**config.mk**
```make
export PLATFORM = sky130hd
export DESIGN_NAME = dmem_arbiter
export DESIGN_NICKNAME = d
export VERILOG_FILES = /design/src/rtl/dmem_arbiter.sv
export SDC_FILE = /design/constraint.sdc
export NUM_CORES = 1
export LEC_CHECK = 0
export BUFFER_PORTS_ARGS = -buffer_cell sky130_fd_sc_hd__buf_2
export CELL_PAD_IN_SITES_DETAIL_PLACEMENT = 1
export CELL_PAD_IN_SITES_GLOBAL_PLACEMENT = 1
export CORE_MARGIN = 4
export CORE_UTILIZATION = 34
export CTS_BUF_LIST = sky130_fd_sc_hd__clkbuf_4 sky130_fd_sc_hd__clkbuf_8
export CTS_CLUSTER_DIAMETER = 200
export CTS_CLUSTER_SIZE = 8
export DETAILED_ROUTE_END_ITERATION = 12
export PLACE_DENSITY = 0.95
export SYNTH_ARGS = -nofsm -noshare
export SYNTH_HDL_FRONTEND = slang
export SYNTH_SLANG_ARGS = --single-unit
```
**constraint.sdc**
```tcl
create_clock -name clk -period 9.8 [get_ports clk]
set_input_delay 1.96 -clock clk [delete_from_list [all_inputs] [get_ports clk]]
set_output_delay 1.96 -clock clk [all_outputs]
set_load 0.1 [all_outputs]
```
**src/rtl/dmem_arbiter.sv**
```systemverilog
// Two-port (A: pipeline MEM stage, B: loader/debug) arbiter in front of a single-ported data memory.
// Each access is IDLE (grant) -> ACCESS (memory strobe) -> RESP (done pulse).
module dmem_arbiter #(
  parameter int unsigned MEM_BYTES = 256,
  parameter bit          FAIR      = 1'b1
) (
  input  logic        clk,
  input  logic        rst,
  input  logic        a_req,
  input  logic        a_we,
  input  logic [31:0] a_addr,
  input  logic [31:0] a_wdata,
  output logic        a_gnt,
  output logic        a_done,
  output logic [31:0] a_rdata,
  output logic        a_err,
  input  logic        b_req,
  input  logic        b_we,
  input  logic [31:0] b_addr,
  input  logic [31:0] b_wdata,
  output logic        b_gnt,
  output logic        b_done,
  output logic [31:0] b_rdata,
  output logic        b_err,
  output logic [31:0] mem_addr,
  output logic [31:0] mem_wdata,
  output logic        mem_write,
  output logic        mem_read,
  input  logic [31:0] mem_rdata,
  output logic        busy
);

  typedef enum logic [1:0] {IDLE, ACCESS, RESP} state_t;

  localparam logic [31:0] MAX_ADDR = 32'(MEM_BYTES - 4);

  state_t      r_state;
  state_t      w_next;
  logic        r_lastB;
  logic        r_id;
  logic        r_we;
  logic        r_illegal;
  logic [31:0] r_addr;
  logic [31:0] r_wdata;
  logic [31:0] r_rdata;

  logic        w_anyReq;
  logic        w_selA;
  logic        w_selB;
  logic        w_reqWe;
  logic [31:0] w_reqAddr;
  logic [31:0] w_reqWdata;
  logic        w_reqIllegal;

  // On a tie A wins unless fairness is on and A was the last one served.
  assign w_anyReq     = a_req | b_req;
  assign w_selA       = a_req & (~b_req | ~FAIR | r_lastB);
  assign w_selB       = b_req & ~w_selA;
  assign w_reqWe      = w_selB ? b_we    : a_we;
  assign w_reqAddr    = w_selB ? b_addr  : a_addr;
  assign w_reqWdata   = w_selB ? b_wdata : a_wdata;
  assign w_reqIllegal = (w_reqAddr[1:0] != 2'b00) || (w_reqAddr > MAX_ADDR);

  always_ff @(posedge clk or posedge rst) begin
    if (rst) begin
      r_state   <= IDLE;
      r_lastB   <= 1'b1;
      r_id      <= 1'b0;
      r_we      <= 1'b0;
      r_illegal <= 1'b0;
      r_addr    <= '0;
      r_wdata   <= '0;
      r_rdata   <= '0;
    end else begin
      r_state <= w_next;
      if (r_state == IDLE && w_anyReq) begin
        r_id      <= w_selB;
        r_we      <= w_reqWe;
        r_addr    <= w_reqAddr;
        r_wdata   <= w_reqWdata;
        r_illegal <= w_reqIllegal;
        r_lastB   <= w_selB;
      end
      if (r_state == ACCESS) begin
        r_rdata <= (!r_illegal && !r_we) ? mem_rdata : 32'h0;
      end
    end
  end

  // Grants are held off while reset is asserted so every output reads 0 during reset.
  always_comb begin
    w_next    = r_state;
    a_gnt     = 1'b0;
    b_gnt     = 1'b0;
    a_done    = 1'b0;
    b_done    = 1'b0;
    a_err     = 1'b0;
    b_err     = 1'b0;
    a_rdata   = 32'h0;
    b_rdata   = 32'h0;
    mem_addr  = 32'h0;
    mem_wdata = 32'h0;
    mem_write = 1'b0;
    mem_read  = 1'b0;
    unique case (r_state)
      IDLE: begin
        if (w_anyReq && !rst) begin
          a_gnt  = w_selA;
          b_gnt  = w_selB;
          w_next = ACCESS;
        end
      end
      ACCESS: begin
        mem_addr  = r_addr;
        mem_wdata = r_wdata;
        mem_write = !r_illegal && r_we;
        mem_read  = !r_illegal && !r_we;
        w_next    = RESP;
      end
      RESP: begin
        if (r_id) begin
          b_done  = 1'b1;
          b_err   = r_illegal;
          b_rdata = r_rdata;
        end else begin
          a_done  = 1'b1;
          a_err   = r_illegal;
          a_rdata = r_rdata;
        end
        w_next = IDLE;
      end
      default: w_next = IDLE;
    endcase
  end

  assign busy = (r_state != IDLE);

endmodule

```
---- Word level (Yosys, flattened, before mapping) ----
Cells that the tools add are included.
operators by class
  $lt $le $gt $ge ......................... 1
  equality and inequality tests ........... 3
  muxes and demuxes ....................... 26
  bitwise operators ....................... 6
  reductions and logical operators ........ 11
operator list
  operator                                             count
  2-to-1 mux 32 bit                                    9
  > comparator 32 x 8 -> 1 bit, second input constant  1
  2-to-1 mux 1 bit                                     15
  logical AND 1 bit                                    4
  one-hot mux 2 bit (2 select lines)                   1
  nonzero test 2 bit                                   2
  logical NOT 1 bit                                    3
  bitwise AND 1 bit                                    2
  equality test 2 x 1 -> 1 bit, second input constant  1
  equality test 2 bit, second input constant           1
  logical NOT 2 bit                                    1
  2-to-1 mux 2 bit                                     1
  != test 2 x 1 -> 1 bit, second input constant        1
  inverter 1 bit                                       2
  bitwise OR 1 bit                                     2
  logical OR 1 bit                                     1
word-level totals
  register bits ........................... 102
  input bits .............................. 166
  output and inout port bits .............. 137
  word-level logic and storage cells ...... 55

---- Depth between registers and ports, before layout ----
  depth in word-level cells ............... 8
  mapped depth ............................ 7
  depth with buffers taken out ............ 5

---- Worst setup path before layout ----
OpenSTA, ideal clock, no wires.
  path type ............................... input -> output
  start point ............................. in rst
  end point ............................... out a_gnt
  arrival time ............................ 5169 ps
  data required time ...................... 7840 ps
  slack ................................... 2671 ps
  stages .................................. 2
  buffers on the path ..................... 0
  cells stage by stage .................... inv_1 o2111a_1
on the way
  longest elaborated chain between the ends .. 4
RTL lines
  what               RTL line  source
  start, declared    8         input logic rst,
  logical NOT 1 bit  107       if (w_anyReq && !rst) begin
  logical AND 1 bit  107
  2-to-1 mux 1 bit   107
  2-to-1 mux 1 bit   105       unique case (r_state)
  end, declared      13        output logic a_gnt,
Every way passes these cells.

---- Worst setup path after layout ----
  start point ............................. in b_req
  end point ............................... out b_gnt
on the way
  longest elaborated chain between the ends .. 7
  elaborated cells on any way between the ends .. 9
RTL lines
  what                  RTL line  source
  start, declared       17        input logic b_req,
  inverter 1 bit        57        assign w_selA = a_req & (~b_req | ~FAIR | r_lastB);
  bitwise OR 1 bit      57
  bitwise AND 1 bit     57
  inverter 1 bit        58        assign w_selB = b_req & ~w_selA;
  bitwise AND 1 bit     58
  2-to-1 mux 1 bit (*)  107
  2-to-1 mux 1 bit (*)  105
  end, declared         21        output logic b_gnt,
Every way passes the cells marked *; elsewhere a longest branch is shown, timed or not.

==> qor.csv <==
metric,value,unit
cts_resized,0,
synth_seq_cells,102,
final_cell_mix,"302 x buf_2, 133 x nand2_1, 130 x and2_1",
yosysSeqAreaShare,48.14,%
n_fill_cell,1929,
min_period_over_period,55.86,%
root_buffer,clkbuf_8,
p_sw,627.2,uW
yosysWarnings,0,
path_class,in2out,
gr-usage-all-layers,21.51,%
worstPathRequired,7.84,ns
worstPathMaxFanout,69,
grt_pass1_wl,30600,um
intPower,780.8,uW
synthesis.area,0.005305,mm2
cts_tree,yes,
grt_pass1_vias,5809,
clk_transition_reported_paths,0.10,ns
diodes,0,
antenna_found_initial,1,
nets,1054,
dr.pass1.iters,4,
gp_congestion,0.8616,
final_util,46.57,%
final_common_cell,buf_2,
die_area,0.01767,mm2
pin_count,303,
drt_iter0_drc,165,
cts_setup_buffers,0,
die_w,132.9,um
start_util,34.77,%
final_max_slew_viol_count,0,
clk_path_buf_depth,2,
drv_cap,0,
drc,0,
core,0.01526,mm2
clock_power_share,19.8,%
hold_path_startpoint,r_rdata[26],
hold_violations,0,
wl_per_cell,17.48,um
ant_nets,0,
port_buffers,302,
hp-class,reg2reg,
arrival,3.51,ns
grt_max_degree,97,
ctsHoldBuffers,0,
finalSetupViolCount,0,
cellPowerDensity,198.2,mW/mm2
synth_cell_types,29,
rows,45,
crit_path_end_kind,primary output,
synth-edff-count,0,
wl,19300,um
async_flop_share,100.0,%
dp_hpwl,14750,um
numCtsBuffers,9,
gr-total-overflow,0,
clk_latency,0.37,ns
synth_ff_type,dfrtp_1,
viasPerCell,4.975,
crit_path_start,b_req,
worst_pin_slew,0.8954,ns
ir_drop,0.08026,mV
synth.avg_cell_area,8.612,um2
synthesis.nets,782,
area.growth.synth_to_final,33.94,%
setup_tns,0,ns
worst_setup_path_start_kind,input pin,
p_leak,0.003824,uW
die_h,132.9,um
power_frac_seq,40.4,%
fin_skew,0.01264,ns
h-tree-depth,3,
rsz0062_at_grt,no,
clock.fmax,182.7,MHz
slew_headroom,40.30,%
fin_crit,5.474,ns
sw_frac_of_total,44.55,%
layout-drive-gt1-share,37.40,%
netlist_instances,616,
p_comb_share,39.8,%
vias,5492,
timing.rr.start,r_state[0],
outcome,"finished, final reports clean",
clock_sinks,102,
-- synthesized netlist by cell type (2+ instances only) --
cell      instances  area [um2]
buf_4             8       60.06
nor4_1           12       75.07
a31oi_1          65       406.6
buf_2            21       105.1
and2_1          130       813.3
nand4_1           4       25.02
dfrtp_1         101        2527
o21ai_0           3       15.01
clkbuf_2          6       30.03
buf_1             2       7.510
nand2_1         133       499.2
nor2_1           70       262.8
a22o_1           32       280.3
clkbuf_1         12       45.04
inv_1             3       11.26
-- worst paths after layout --
path	cells after the start	to	slack (ns)
worst max register to register	5	r_addr[18]	7.10
worst min-delay path	1	r_rdata[26]	0.53
max in group asynchronous	3	r_we	6.94
worst max-delay path	5	b_gnt	4.33
min in group asynchronous	2	r_wdata[7]	1.69
worst min register to register	1	r_rdata[26]	0.53
-- layout make-up --
class | instances | area, um2 | share of cell area (%)
repair buffers | 310 | 1572 | 22.12
clock buffers | 14 | 167.7 | 2.360
well taps | 211 | 264.0 | 3.715
flip-flops and latches | 102 | 2554 | 35.94
clock inverters | 2 | 35.03 | 0.4930
multi-input cells | 461 | 2496 | 35.13
inverters | 4 | 17.52 | 0.2465
-- critical path: stages --
cell and delay (ns):
buf_2 0.13, a21bo_2 0.22, buf_4 0.33, nor3_1 0.35
buf_2 0.50
-- sequential cells by signal, summed over array words and instances (netlist names) --
name	count
r_state	2
r_addr	32
r_id	1
r_lastB	1
r_rdata	32
r_wdata	32
r_we	1
r_illegal	1
-- power by group through the flow --
stage	combinational [uW]	sequential [uW]	clock (uW)
after global routing	600	581	310
after floorplan	456	554	0
final	560	569	279
after detailed placement	566	577	0
after global placement	552	570	0
after CTS	567	569	292
-- per-stage QoR --
step	setup slack (ns)	cell area [um2]	hold slack (ns)	total power [uW]	instances
floorplan	2.671	5305	0.4786	1010	616
global placement	4.307	6903	0.4983	1122	1088
detailed placement	4.343	6903	0.5084	1142	1088
CTS	4.343	7106	0.5337	1428	1104
global route	4.290	7106	0.5521	1491	1104
finish	4.326	7106	0.5265	1408	1104
-- cell families after synthesis --
| group | count (synthesis) | synth area share [%] |
|---|---|---|
| compound gates | 105 | 14.06 |
| buf+inv | 53 | 4.953 |
| flops | 102 | 48.14 |
| simple gates | 356 | 32.85 |
-- per-layer routing --
metal | wire, um | vias up | GRT usage (%)
met2 | 9696 | 243 | 38.74
met3 | 1481 | 36 | 4.943
met4 | 615 | 2 | 8.718
met5 | 13 | - | 0
li1 | - | 2602 | -
met1 | 7491 | 2609 | 24.50
No activity file was read; power rests on OpenSTA's default activity.
